<file path="src/rtl/pipe_hazard_ctrl_if.sv">
// Handshake bundle between the 5-stage pipeline (master) and its hazard/forwarding controller (slave).
interface pipe_hazard_ctrl_if #(
  parameter int DATA_W     = 32,
  parameter int REG_ADDR_W = 3
);
  logic [REG_ADDR_W-1:0] dec_src_a;
  logic [REG_ADDR_W-1:0] dec_src_b;
  logic                  dec_use_a;
  logic                  dec_use_b;
  logic                  dec_halt;
  logic [REG_ADDR_W-1:0] ex_src_a;
  logic [REG_ADDR_W-1:0] ex_src_b;
  logic [DATA_W-1:0]     ex_rf_a;
  logic [DATA_W-1:0]     ex_rf_b;
  logic [REG_ADDR_W-1:0] mem_wr_reg;
  logic                  mem_wr_en;
  logic [DATA_W-1:0]     mem_data;
  logic [REG_ADDR_W-1:0] ex_wr_reg;
  logic                  ex_wr_en;
  logic                  ex_mem_read;
  logic [REG_ADDR_W-1:0] wb_wr_reg;
  logic                  wb_wr_en;
  logic [DATA_W-1:0]     wb_data;
  logic                  branch_taken;
  logic                  wb_halt;
  logic                  hold_fd;
  logic                  bubble_dx;
  logic                  flush_fd;
  logic                  flush_dx;
  logic [DATA_W-1:0]     op_a;
  logic [DATA_W-1:0]     op_b;
  logic [1:0]            fwd_a_sel;
  logic [1:0]            fwd_b_sel;
  logic                  halted;

  modport master (
    output dec_src_a, dec_src_b, dec_use_a, dec_use_b, dec_halt,
           ex_src_a, ex_src_b, ex_rf_a, ex_rf_b,
           mem_wr_reg, mem_wr_en, mem_data,
           ex_wr_reg, ex_wr_en, ex_mem_read,
           wb_wr_reg, wb_wr_en, wb_data, branch_taken, wb_halt,
    input  hold_fd, bubble_dx, flush_fd, flush_dx, op_a, op_b,
           fwd_a_sel, fwd_b_sel, halted
  );

  modport slave (
    input  dec_src_a, dec_src_b, dec_use_a, dec_use_b, dec_halt,
           ex_src_a, ex_src_b, ex_rf_a, ex_rf_b,
           mem_wr_reg, mem_wr_en, mem_data,
           ex_wr_reg, ex_wr_en, ex_mem_read,
           wb_wr_reg, wb_wr_en, wb_data, branch_taken, wb_halt,
    output hold_fd, bubble_dx, flush_fd, flush_dx, op_a, op_b,
           fwd_a_sel, fwd_b_sel, halted
  );
endinterface

</file>
<file path="src/rtl/pipe_hazard_ctrl.sv">
// Hazard, forwarding and pipeline-control FSM for the 5-stage core.
// Define PIPE_HAZARD_CTRL_FWD_EN to enable operand bypassing; otherwise every RAW dependency stalls.
module pipe_hazard_ctrl #(
  parameter int DATA_W     = 32,
  parameter int REG_ADDR_W = 3,
  parameter int LOAD_LAT   = 1
) (
  input  logic               clk,
  input  logic               rst,
  pipe_hazard_ctrl_if.slave  hz_if
);
  typedef enum logic [1:0] {
    ST_RUN    = 2'd0,
    ST_STALL  = 2'd1,
    ST_DRAIN  = 2'd2,
    ST_HALTED = 2'd3
  } state_e;

  localparam logic [2:0] LAT_M1 = 3'(LOAD_LAT - 1);

  state_e      state_q, state_d;
  logic [2:0]  cnt_q, cnt_d;
  logic        load_use_s;
  logic        dep_hazard_s;
  logic        hold_s, bubble_s, flush_fd_s, flush_dx_s;

`ifdef PIPE_HAZARD_CTRL_FWD_EN
  // Operand bypass: the younger MEM result beats WB; WB also covers the same-cycle RF write.
  always_comb begin
    hz_if.op_a      = hz_if.ex_rf_a;
    hz_if.op_b      = hz_if.ex_rf_b;
    hz_if.fwd_a_sel = 2'd0;
    hz_if.fwd_b_sel = 2'd0;
    if (rst) begin
      hz_if.fwd_a_sel = 2'd0;
    end else if (hz_if.mem_wr_en && (hz_if.mem_wr_reg == hz_if.ex_src_a)) begin
      hz_if.op_a      = hz_if.mem_data;
      hz_if.fwd_a_sel = 2'd1;
    end else if (hz_if.wb_wr_en && (hz_if.wb_wr_reg == hz_if.ex_src_a)) begin
      hz_if.op_a      = hz_if.wb_data;
      hz_if.fwd_a_sel = 2'd2;
    end else begin
      hz_if.fwd_a_sel = 2'd0;
    end
    if (rst) begin
      hz_if.fwd_b_sel = 2'd0;
    end else if (hz_if.mem_wr_en && (hz_if.mem_wr_reg == hz_if.ex_src_b)) begin
      hz_if.op_b      = hz_if.mem_data;
      hz_if.fwd_b_sel = 2'd1;
    end else if (hz_if.wb_wr_en && (hz_if.wb_wr_reg == hz_if.ex_src_b)) begin
      hz_if.op_b      = hz_if.wb_data;
      hz_if.fwd_b_sel = 2'd2;
    end else begin
      hz_if.fwd_b_sel = 2'd0;
    end
  end

  assign load_use_s = hz_if.ex_mem_read && hz_if.ex_wr_en &&
                      ((hz_if.dec_use_a && (hz_if.ex_wr_reg == hz_if.dec_src_a)) ||
                       (hz_if.dec_use_b && (hz_if.ex_wr_reg == hz_if.dec_src_b)));
  assign dep_hazard_s = 1'b0;
`else
  assign hz_if.op_a      = hz_if.ex_rf_a;
  assign hz_if.op_b      = hz_if.ex_rf_b;
  assign hz_if.fwd_a_sel = 2'd0;
  assign hz_if.fwd_b_sel = 2'd0;
  assign load_use_s      = 1'b0;

  // Without bypassing, any in-flight writer of a decode source blocks issue until it retires.
  function automatic logic dst_hit(input logic [REG_ADDR_W-1:0] src);
    return (hz_if.ex_wr_en  && (hz_if.ex_wr_reg  == src)) ||
           (hz_if.mem_wr_en && (hz_if.mem_wr_reg == src)) ||
           (hz_if.wb_wr_en  && (hz_if.wb_wr_reg  == src));
  endfunction

  assign dep_hazard_s = (hz_if.dec_use_a && dst_hit(hz_if.dec_src_a)) ||
                        (hz_if.dec_use_b && dst_hit(hz_if.dec_src_b));
`endif

  // Next-state and pipeline control decode.
  always_comb begin
    state_d    = state_q;
    cnt_d      = cnt_q;
    hold_s     = 1'b0;
    bubble_s   = 1'b0;
    flush_fd_s = 1'b0;
    flush_dx_s = 1'b0;
    case (state_q)
      ST_RUN: begin
        if (hz_if.branch_taken) begin
          flush_fd_s = 1'b1;
          flush_dx_s = 1'b1;
        end else if (load_use_s) begin
          hold_s   = 1'b1;
          bubble_s = 1'b1;
          if (LOAD_LAT > 1) begin
            state_d = ST_STALL;
            cnt_d   = LAT_M1;
          end else begin
            state_d = ST_RUN;
          end
        end else if (dep_hazard_s) begin
          hold_s   = 1'b1;
          bubble_s = 1'b1;
        end else if (hz_if.dec_halt) begin
          hold_s  = 1'b1;
          state_d = ST_DRAIN;
        end else begin
          state_d = ST_RUN;
        end
      end
      ST_STALL: begin
        if (hz_if.branch_taken) begin
          flush_fd_s = 1'b1;
          flush_dx_s = 1'b1;
          cnt_d      = 3'd0;
          state_d    = ST_RUN;
        end else begin
          hold_s   = 1'b1;
          bubble_s = 1'b1;
          if (cnt_q <= 3'd1) begin
            cnt_d   = 3'd0;
            state_d = ST_RUN;
          end else begin
            cnt_d = cnt_q - 3'd1;
          end
        end
      end
      ST_DRAIN: begin
        hold_s = 1'b1;
        if (hz_if.wb_halt) begin
          state_d = ST_HALTED;
        end else begin
          state_d = ST_DRAIN;
        end
      end
      ST_HALTED: begin
        hold_s = 1'b1;
      end
      default: begin
        state_d = ST_RUN;
        cnt_d   = 3'd0;
      end
    endcase
  end

  // State and bubble-counter registers.
  always_ff @(posedge clk or posedge rst) begin
    if (rst) begin
      state_q <= ST_RUN;
      cnt_q   <= 3'd0;
    end else begin
      state_q <= state_d;
      cnt_q   <= cnt_d;
    end
  end

  // Gating with rst keeps combinational input paths quiet while reset is held.
  assign hz_if.hold_fd   = hold_s & ~rst;
  assign hz_if.bubble_dx = bubble_s & ~rst;
  assign hz_if.flush_fd  = flush_fd_s & ~rst;
  assign hz_if.flush_dx  = flush_dx_s & ~rst;
  assign hz_if.halted    = (state_q == ST_HALTED) & ~rst;
endmodule

</file>
<file path="src/flat_wrapper.sv">
// flat-port wrapper written by rule: the top's interface ports become plain ports
module pipe_hazard_ctrl_flat 
#(
  parameter int DATA_W     = 32,
  parameter int REG_ADDR_W = 3,
  parameter int LOAD_LAT   = 1
)
  (clk, rst, hz_if_dec_src_a, hz_if_dec_src_b, hz_if_dec_use_a, hz_if_dec_use_b, hz_if_dec_halt, hz_if_ex_src_a, hz_if_ex_src_b, hz_if_ex_rf_a, hz_if_ex_rf_b, hz_if_mem_wr_reg, hz_if_mem_wr_en, hz_if_mem_data, hz_if_ex_wr_reg, hz_if_ex_wr_en, hz_if_ex_mem_read, hz_if_wb_wr_reg, hz_if_wb_wr_en, hz_if_wb_data, hz_if_branch_taken, hz_if_wb_halt, hz_if_hold_fd, hz_if_bubble_dx, hz_if_flush_fd, hz_if_flush_dx, hz_if_op_a, hz_if_op_b, hz_if_fwd_a_sel, hz_if_fwd_b_sel, hz_if_halted);
  pipe_hazard_ctrl_if #(.DATA_W(DATA_W), .REG_ADDR_W(REG_ADDR_W)) hz_if_i ();
  input  logic clk;
  input  logic rst;
  input wire logic [$bits(hz_if_i.dec_src_a)-1:0] hz_if_dec_src_a;
  input wire logic [$bits(hz_if_i.dec_src_b)-1:0] hz_if_dec_src_b;
  input wire logic [$bits(hz_if_i.dec_use_a)-1:0] hz_if_dec_use_a;
  input wire logic [$bits(hz_if_i.dec_use_b)-1:0] hz_if_dec_use_b;
  input wire logic [$bits(hz_if_i.dec_halt)-1:0] hz_if_dec_halt;
  input wire logic [$bits(hz_if_i.ex_src_a)-1:0] hz_if_ex_src_a;
  input wire logic [$bits(hz_if_i.ex_src_b)-1:0] hz_if_ex_src_b;
  input wire logic [$bits(hz_if_i.ex_rf_a)-1:0] hz_if_ex_rf_a;
  input wire logic [$bits(hz_if_i.ex_rf_b)-1:0] hz_if_ex_rf_b;
  input wire logic [$bits(hz_if_i.mem_wr_reg)-1:0] hz_if_mem_wr_reg;
  input wire logic [$bits(hz_if_i.mem_wr_en)-1:0] hz_if_mem_wr_en;
  input wire logic [$bits(hz_if_i.mem_data)-1:0] hz_if_mem_data;
  input wire logic [$bits(hz_if_i.ex_wr_reg)-1:0] hz_if_ex_wr_reg;
  input wire logic [$bits(hz_if_i.ex_wr_en)-1:0] hz_if_ex_wr_en;
  input wire logic [$bits(hz_if_i.ex_mem_read)-1:0] hz_if_ex_mem_read;
  input wire logic [$bits(hz_if_i.wb_wr_reg)-1:0] hz_if_wb_wr_reg;
  input wire logic [$bits(hz_if_i.wb_wr_en)-1:0] hz_if_wb_wr_en;
  input wire logic [$bits(hz_if_i.wb_data)-1:0] hz_if_wb_data;
  input wire logic [$bits(hz_if_i.branch_taken)-1:0] hz_if_branch_taken;
  input wire logic [$bits(hz_if_i.wb_halt)-1:0] hz_if_wb_halt;
  output wire logic [$bits(hz_if_i.hold_fd)-1:0] hz_if_hold_fd;
  output wire logic [$bits(hz_if_i.bubble_dx)-1:0] hz_if_bubble_dx;
  output wire logic [$bits(hz_if_i.flush_fd)-1:0] hz_if_flush_fd;
  output wire logic [$bits(hz_if_i.flush_dx)-1:0] hz_if_flush_dx;
  output wire logic [$bits(hz_if_i.op_a)-1:0] hz_if_op_a;
  output wire logic [$bits(hz_if_i.op_b)-1:0] hz_if_op_b;
  output wire logic [$bits(hz_if_i.fwd_a_sel)-1:0] hz_if_fwd_a_sel;
  output wire logic [$bits(hz_if_i.fwd_b_sel)-1:0] hz_if_fwd_b_sel;
  output wire logic [$bits(hz_if_i.halted)-1:0] hz_if_halted;
  assign hz_if_i.dec_src_a = hz_if_dec_src_a;
  assign hz_if_i.dec_src_b = hz_if_dec_src_b;
  assign hz_if_i.dec_use_a = hz_if_dec_use_a;
  assign hz_if_i.dec_use_b = hz_if_dec_use_b;
  assign hz_if_i.dec_halt = hz_if_dec_halt;
  assign hz_if_i.ex_src_a = hz_if_ex_src_a;
  assign hz_if_i.ex_src_b = hz_if_ex_src_b;
  assign hz_if_i.ex_rf_a = hz_if_ex_rf_a;
  assign hz_if_i.ex_rf_b = hz_if_ex_rf_b;
  assign hz_if_i.mem_wr_reg = hz_if_mem_wr_reg;
  assign hz_if_i.mem_wr_en = hz_if_mem_wr_en;
  assign hz_if_i.mem_data = hz_if_mem_data;
  assign hz_if_i.ex_wr_reg = hz_if_ex_wr_reg;
  assign hz_if_i.ex_wr_en = hz_if_ex_wr_en;
  assign hz_if_i.ex_mem_read = hz_if_ex_mem_read;
  assign hz_if_i.wb_wr_reg = hz_if_wb_wr_reg;
  assign hz_if_i.wb_wr_en = hz_if_wb_wr_en;
  assign hz_if_i.wb_data = hz_if_wb_data;
  assign hz_if_i.branch_taken = hz_if_branch_taken;
  assign hz_if_i.wb_halt = hz_if_wb_halt;
  assign hz_if_hold_fd = hz_if_i.hold_fd;
  assign hz_if_bubble_dx = hz_if_i.bubble_dx;
  assign hz_if_flush_fd = hz_if_i.flush_fd;
  assign hz_if_flush_dx = hz_if_i.flush_dx;
  assign hz_if_op_a = hz_if_i.op_a;
  assign hz_if_op_b = hz_if_i.op_b;
  assign hz_if_fwd_a_sel = hz_if_i.fwd_a_sel;
  assign hz_if_fwd_b_sel = hz_if_i.fwd_b_sel;
  assign hz_if_halted = hz_if_i.halted;
  pipe_hazard_ctrl #(.DATA_W(DATA_W), .REG_ADDR_W(REG_ADDR_W), .LOAD_LAT(LOAD_LAT)) u_core (.clk(clk), .rst(rst), .hz_if(hz_if_i));
endmodule
</file>
<file path="config.mk">
export PLATFORM = sky130hd
export DESIGN_NAME = pipe_hazard_ctrl_flat
export DESIGN_NICKNAME = d
export VERILOG_FILES = /design/src/rtl/pipe_hazard_ctrl_if.sv /design/src/rtl/pipe_hazard_ctrl.sv /design/src/flat_wrapper.sv
export SDC_FILE = /design/constraint.sdc
export NUM_CORES = 1
export LEC_CHECK = 0
export ABC_CLOCK_PERIOD_IN_PS = 1800
export BUFFER_PORTS_ARGS = -buffer_cell sky130_fd_sc_hd__buf_2
export CAP_MARGIN = 20
export CORE_AREA = 2 2 89 91
export CTS_CLUSTER_DIAMETER = 100
export CTS_CLUSTER_SIZE = 16
export DETAILED_ROUTE_END_ITERATION = 12
export DIE_AREA = 0 0 91 93
export GPL_ROUTABILITY_DRIVEN = 0
export SETUP_SLACK_MARGIN = 0.02
export SKIP_LAST_GASP = 1
export SLEW_MARGIN = 15
export SYNTH_ARGS = -nofsm -noshare
export SYNTH_HDL_FRONTEND = slang
export SYNTH_SLANG_ARGS = --single-unit
</file>
<file path="constraint.sdc">
create_clock -name clk -period 1.8 [get_ports clk]
set_input_delay 0.09 -clock clk [delete_from_list [all_inputs] [get_ports clk]]
set_output_delay 0.09 -clock clk [all_outputs]
set_load 0.05 [all_outputs]
</file>
# ---- Word level (Yosys, flattened, before mapping)
# Cells that the tools add are included.
dict set report totals {
  reg_bits 5
  input_bits 160
  word_cells 58
}
dict set report op_classes {
  n_addsub 1
  order_cmp 1
  eq_ne 12
  muxes 19
  bitwise_logic 5
  reduce_logical 18
}
# operator count
set op_table {}
lappend op_table {{== test 3 bit} 6}
lappend op_table {{2-to-1 mux 2 bit} 5}
lappend op_table {{2-to-1 mux 1 bit} 9}
lappend op_table {{logical AND 1 bit} 8}
lappend op_table {{2-to-1 mux 3 bit} 2}
lappend op_table {{one-hot mux 2 bit (3 select lines)} 1}
lappend op_table {{logical OR 1 bit} 5}
lappend op_table {{bitwise AND 1 bit} 4}
lappend op_table {{== test 2 bit, second input constant} 2}
lappend op_table {{!= test 2 bit, second input constant} 2}
lappend op_table {{AND reduction 4 bit} 1}
lappend op_table {{OR reduction 2 bit} 2}
lappend op_table {{<= comparator 3 x 1 -> 1 bit, second input constant} 1}
lappend op_table {{!= test 3 x 2 -> 1 bit, second input constant} 1}
lappend op_table {{one-hot mux 1 bit (3 select lines)} 1}
lappend op_table {{nonzero test 3 bit} 1}
lappend op_table {{subtractor 3 x 1 -> 3 bit, second input constant} 1}
lappend op_table {{== test 2 x 1 -> 1 bit, second input constant} 1}
lappend op_table {{zero test 2 bit} 1}
lappend op_table {{one-hot mux 1 bit (2 select lines)} 1}
lappend op_table {{NOT 1 bit} 1}

# ---- Logic depth before layout (Yosys ltp)
dict set report depth {
  ltp_word 10
  depth_mapped 7
  ltp_nobuf 7
}

# ---- Worst setup path after synthesis
# No wires, ideal clock.
dict set report synth_timing {
  kind {reg2out}
  from {reg u_core.state_q[0]}
  to {out hz_if_flush_fd}
  arrival_time_ps 2392
  required_ps 1710
  setup_slack_ps -682
  path_stages_with_launch 6
  path_buffers 1
  path_cell_list {dfrtp_1 -> inv_1 -> ha_1 -> nor2_1 -> nor3b_1 -> buf_4}
}
dict set report synth_via {
  elab_chain_len 4
  word_cells_on_any_way 5
}
# item line
set synth_lines {}
lappend synth_lines {{start, declared} pipe_hazard_ctrl.sv:21} ;# state_e state_q, state_d;
lappend synth_lines {{start signal, assigned} pipe_hazard_ctrl.sv:153} ;# state_q <= state_d;
lappend synth_lines {{== test 2 x 1 -> 1 bit / zero test 2 bit (equally long branches)} n/a}
lappend synth_lines {{OR reduction 2 bit (no source line) *} n/a}
lappend synth_lines {{2-to-1 mux 1 bit *} n/a}
lappend synth_lines {{bitwise AND 1 bit *} n/a}
lappend synth_lines {{end, declared} flat_wrapper.sv:34} ;# output wire logic [$bits(hz_if_i.flush_fd)-1:0] hz_if_flush_fd;
# Mark *: on every way between the ends. The rest lies on a longest branch, timed or not.

# ---- Worst setup path after layout
dict set report layout_timing {
  from {reg u_core.state_q[1]}
  to {out hz_if_hold_fd}
}
dict set report layout_via {
  elab_chain_len 4
  word_cells_on_any_way 7
}
# item line
set layout_lines {}
lappend layout_lines {{== test 2 bit} pipe_hazard_ctrl.sv:88} ;# case (state_q)
lappend layout_lines {{OR reduction 2 bit (no source line)} n/a}
lappend layout_lines {{one-hot mux 1 bit (3 select lines) *} pipe_hazard_ctrl.sv:88}
lappend layout_lines {{bitwise AND 1 bit *} pipe_hazard_ctrl.sv:159} ;# assign hz_if.hold_fd = hold_s & ~rst;
lappend layout_lines {{end, declared} flat_wrapper.sv:32} ;# output wire logic [$bits(hz_if_i.hold_fd)-1:0] hz_if_hold_fd;
# Marks and branches as above.

==> impl_metrics.yaml <==
outcome:
  status: "finished, final reports clean"
critical_path:
  critPathTopFamily: "flip-flops"
  crit_top_cell: "buf_6"
  start_kind: "flip-flop"
  worstSetupPathType: "reg2out"
  worstPathArrival_ns: 1.63
  cp-end-kind: "output port"
  cp_cell_sequence: "inv_2 -> ha_4 -> buf_6 -> nor2_1 -> o22a_1 -> nor3_2 -> buf_6"
  crit_fanout: 6
  max_stage_delay_ns: 0.40
  cp.required_ns: 1.71
  worst_path_max_delay_cell: "dfrtp_1"
  path_buf_inv: 3
placed_design:
  dp_cells: 208
  portBuffers: 29
  dpl_cell_area_um2: 951
  hpwl_um: 1980
detailed_routing:
  ant_nets: 0
  drc: 0
  drt_iter0_markers: 4
  vias: 728
  routed_wl_um: 2300
  drt_pass1_iterations: 4
  wire_per_inst_um: 10.6
  viasPerCell: 3.34
hold_path:
  hold_class: "in2reg"
floorplanning:
  die_w_um: 91
  rows: 32
  ios: 233
  initial_core_util_pct: 15.2
  die_h_um: 93
  core_mm2: 0.00753
  die_area_mm2: 0.00846
clock_network:
  cts_buffers: 3
  cts.reportedPaths.clkPinSlew_ns: 0.04
  cts_tree: "yes"
  root_buffer: "clkbuf_8"
  clockBufferDepth: 2
  clk_latency_ns: 0.23
  htree_levels: 1
  clock_sinks: 5
global_route:
  grt.overflow.total: 0
  grt_start_max_net_pins: 7
  antenna_found_initial: 0
  grt_pass1_vias: 682
  grt_pass1_wl_um: 3510
  grt.total_usage_pct: 5.32
logic_synthesis:
  synth-async-reset-ratio_pct: 100
  synthTopCellsByCount: "69 x buf_4, 18 x xnor2_1, 6 x ha_1, 6 x nand4_1"
  yosys.area.top_type: "buf_4"
  syn_avg_cell_area_um2: 8.15
  yosys_most_used_dff: "dfrtp_1"
  yosysWarnings: 0
  yosysMostFrequentCell: "buf_4"
  ys_seq_area_share_pct: 11.0
  synth_cells: 140
  syn_area_mm2: 0.00114
  synth_top_area_share_pct: 45.4
  synth.area.top_cells: "buf_4 45%, xnor2_1 14%, dfrtp_1 11%"
  synth_edf_count: 0
  ys_types: 26
  synth-seq-cells: 5
sta:
  fin_setup_tns_ns: 0
  fmax_ghz: 0.583
  hold_ws_ns: 0.142
  min_period_ns: 1.72
  fin_crit_sh_pct: 95.3
  hold_viol_final: 0
  final-setup-viol-count: 0
  slew_violations: 0
  fin_skew_ns: 0.00322
  rsz0062_at_grt: "true"
power_and_ir_drop:
  p_leak_nw: 0.476
  netSwitchingFraction_pct: 42.8
  p_int_mw: 0.713
  switchingPower_mw: 0.533
  ir_worst_vdd_uv: 227
  comb_power_share_pct: 67.1
  pwr-share-seq_pct: 15.9
  p_clk_share_pct: 17.0
  power.density_mw_per_mm2: 1130
finish:
  diodes: 0
  drive_gt1_share_pct: 44.8
  fillers: 892
  area_delta_synth_final_pct: -2.96
  final_area_mm2: 0.00111
  multi_input_area_um2: 563
  layout.cells.non_filler: 218
  final_nets: 283
  regArea_um2: 125
  final_util_pct: 14.7
flow_run:
  cap_violations: 0
-- layout by cell type, fill, tap and decap left out, types with 3 or more instances in the layout --
master    Yosys  layout
buf_2         0      27
xnor2_1      18      18
buf_4        69       8
nand4_1       6       6
ha_1          6       5
dfrtp_1       5       5
mux2i_1       4       4
conb_1        1       4
nand2_1       3       3
inv_1         5       3
clkbuf_8      0       3
-- repair_timing --
action,in CTS,in global routing
hold buffers,1,0
resized for setup,6,7
pin swaps,0,1
endpoints found under the hold margin,5,0
setup buffers,0,5
setup endpoints to repair,2,4
-- layer usage --
layer  track usage (%)  wire (µm)
met4              4.29         41
met5                 0          0
met2              8.40       1110
met3              1.85        214
met1              5.79        936
-- sequential cells by signal, indices dropped and copies added, names as in the netlist --
| register | cells |
|---|---|
| u_core.cnt_q | 3 |
| u_core.state_q | 2 |
-- tightest hold or removal path, cell delays in order --
cell,delay (ns)
buf_2,0.10
nand3_1,0.07
mux2i_1,0.06
-- final cells by class --
cell class | count | area share, %
inverters | 5 | 1.69
flip-flops and latches | 5 | 11.3
multi-input cells | 64 | 50.8
clock buffers | 4 | 4.07
well taps | 102 | 11.5
repair buffers | 38 | 20.6
-- metrics by stage --
step | setup slack [ns] | total power [mW]
after floorplan | -0.125 | 1.08
after global placement | 0.122 | 0.840
after detailed placement | 0.106 | 0.861
after CTS | 0.0255 | 1.11
after global routing | 0.0130 | 1.35
final | 0.0842 | 1.25
-- cell families after synthesis --
kind of cell,after synthesis,synth area share [%]
compound gates,11,7.35
xor+xnor,18,13.8
fa+ha+maj,6,6.58
buf+inv,74,47.0
flops,5,11.0
mux,4,3.51
other cells,1,0.329
simple gates,21,10.4
-- final timing paths --
kind                                         from                end  slack (ns)  cells after the start
worst max-delay path            u_core.state_q[1]      hz_if_hold_fd        0.08                      7
worst min-delay path                hz_if_wb_halt  u_core.state_q[0]        0.14                      3
worst max register to register  u_core.state_q[0]  u_core.state_q[0]        0.14                      7
worst min register to register    u_core.cnt_q[2]    u_core.cnt_q[2]        0.51                      2
max in group asynchronous                     rst    u_core.cnt_q[0]        1.26                      3
min in group asynchronous                     rst  u_core.state_q[1]        0.38                      3
-- power groups by stage --
| stage | Sequential, mW | Clock, mW | Combinational (mW) |
|---|---|---|---|
| finish | 0.198 | 0.212 | 0.836 |
| CTS | 0.197 | 0.219 | 0.692 |
| global placement | 0.195 | 0 | 0.646 |
| global route | 0.202 | 0.228 | 0.924 |
| floorplan | 0.190 | 0 | 0.889 |
| detailed placement | 0.198 | 0 | 0.663 |
Power figures use the tool's default switching activity.
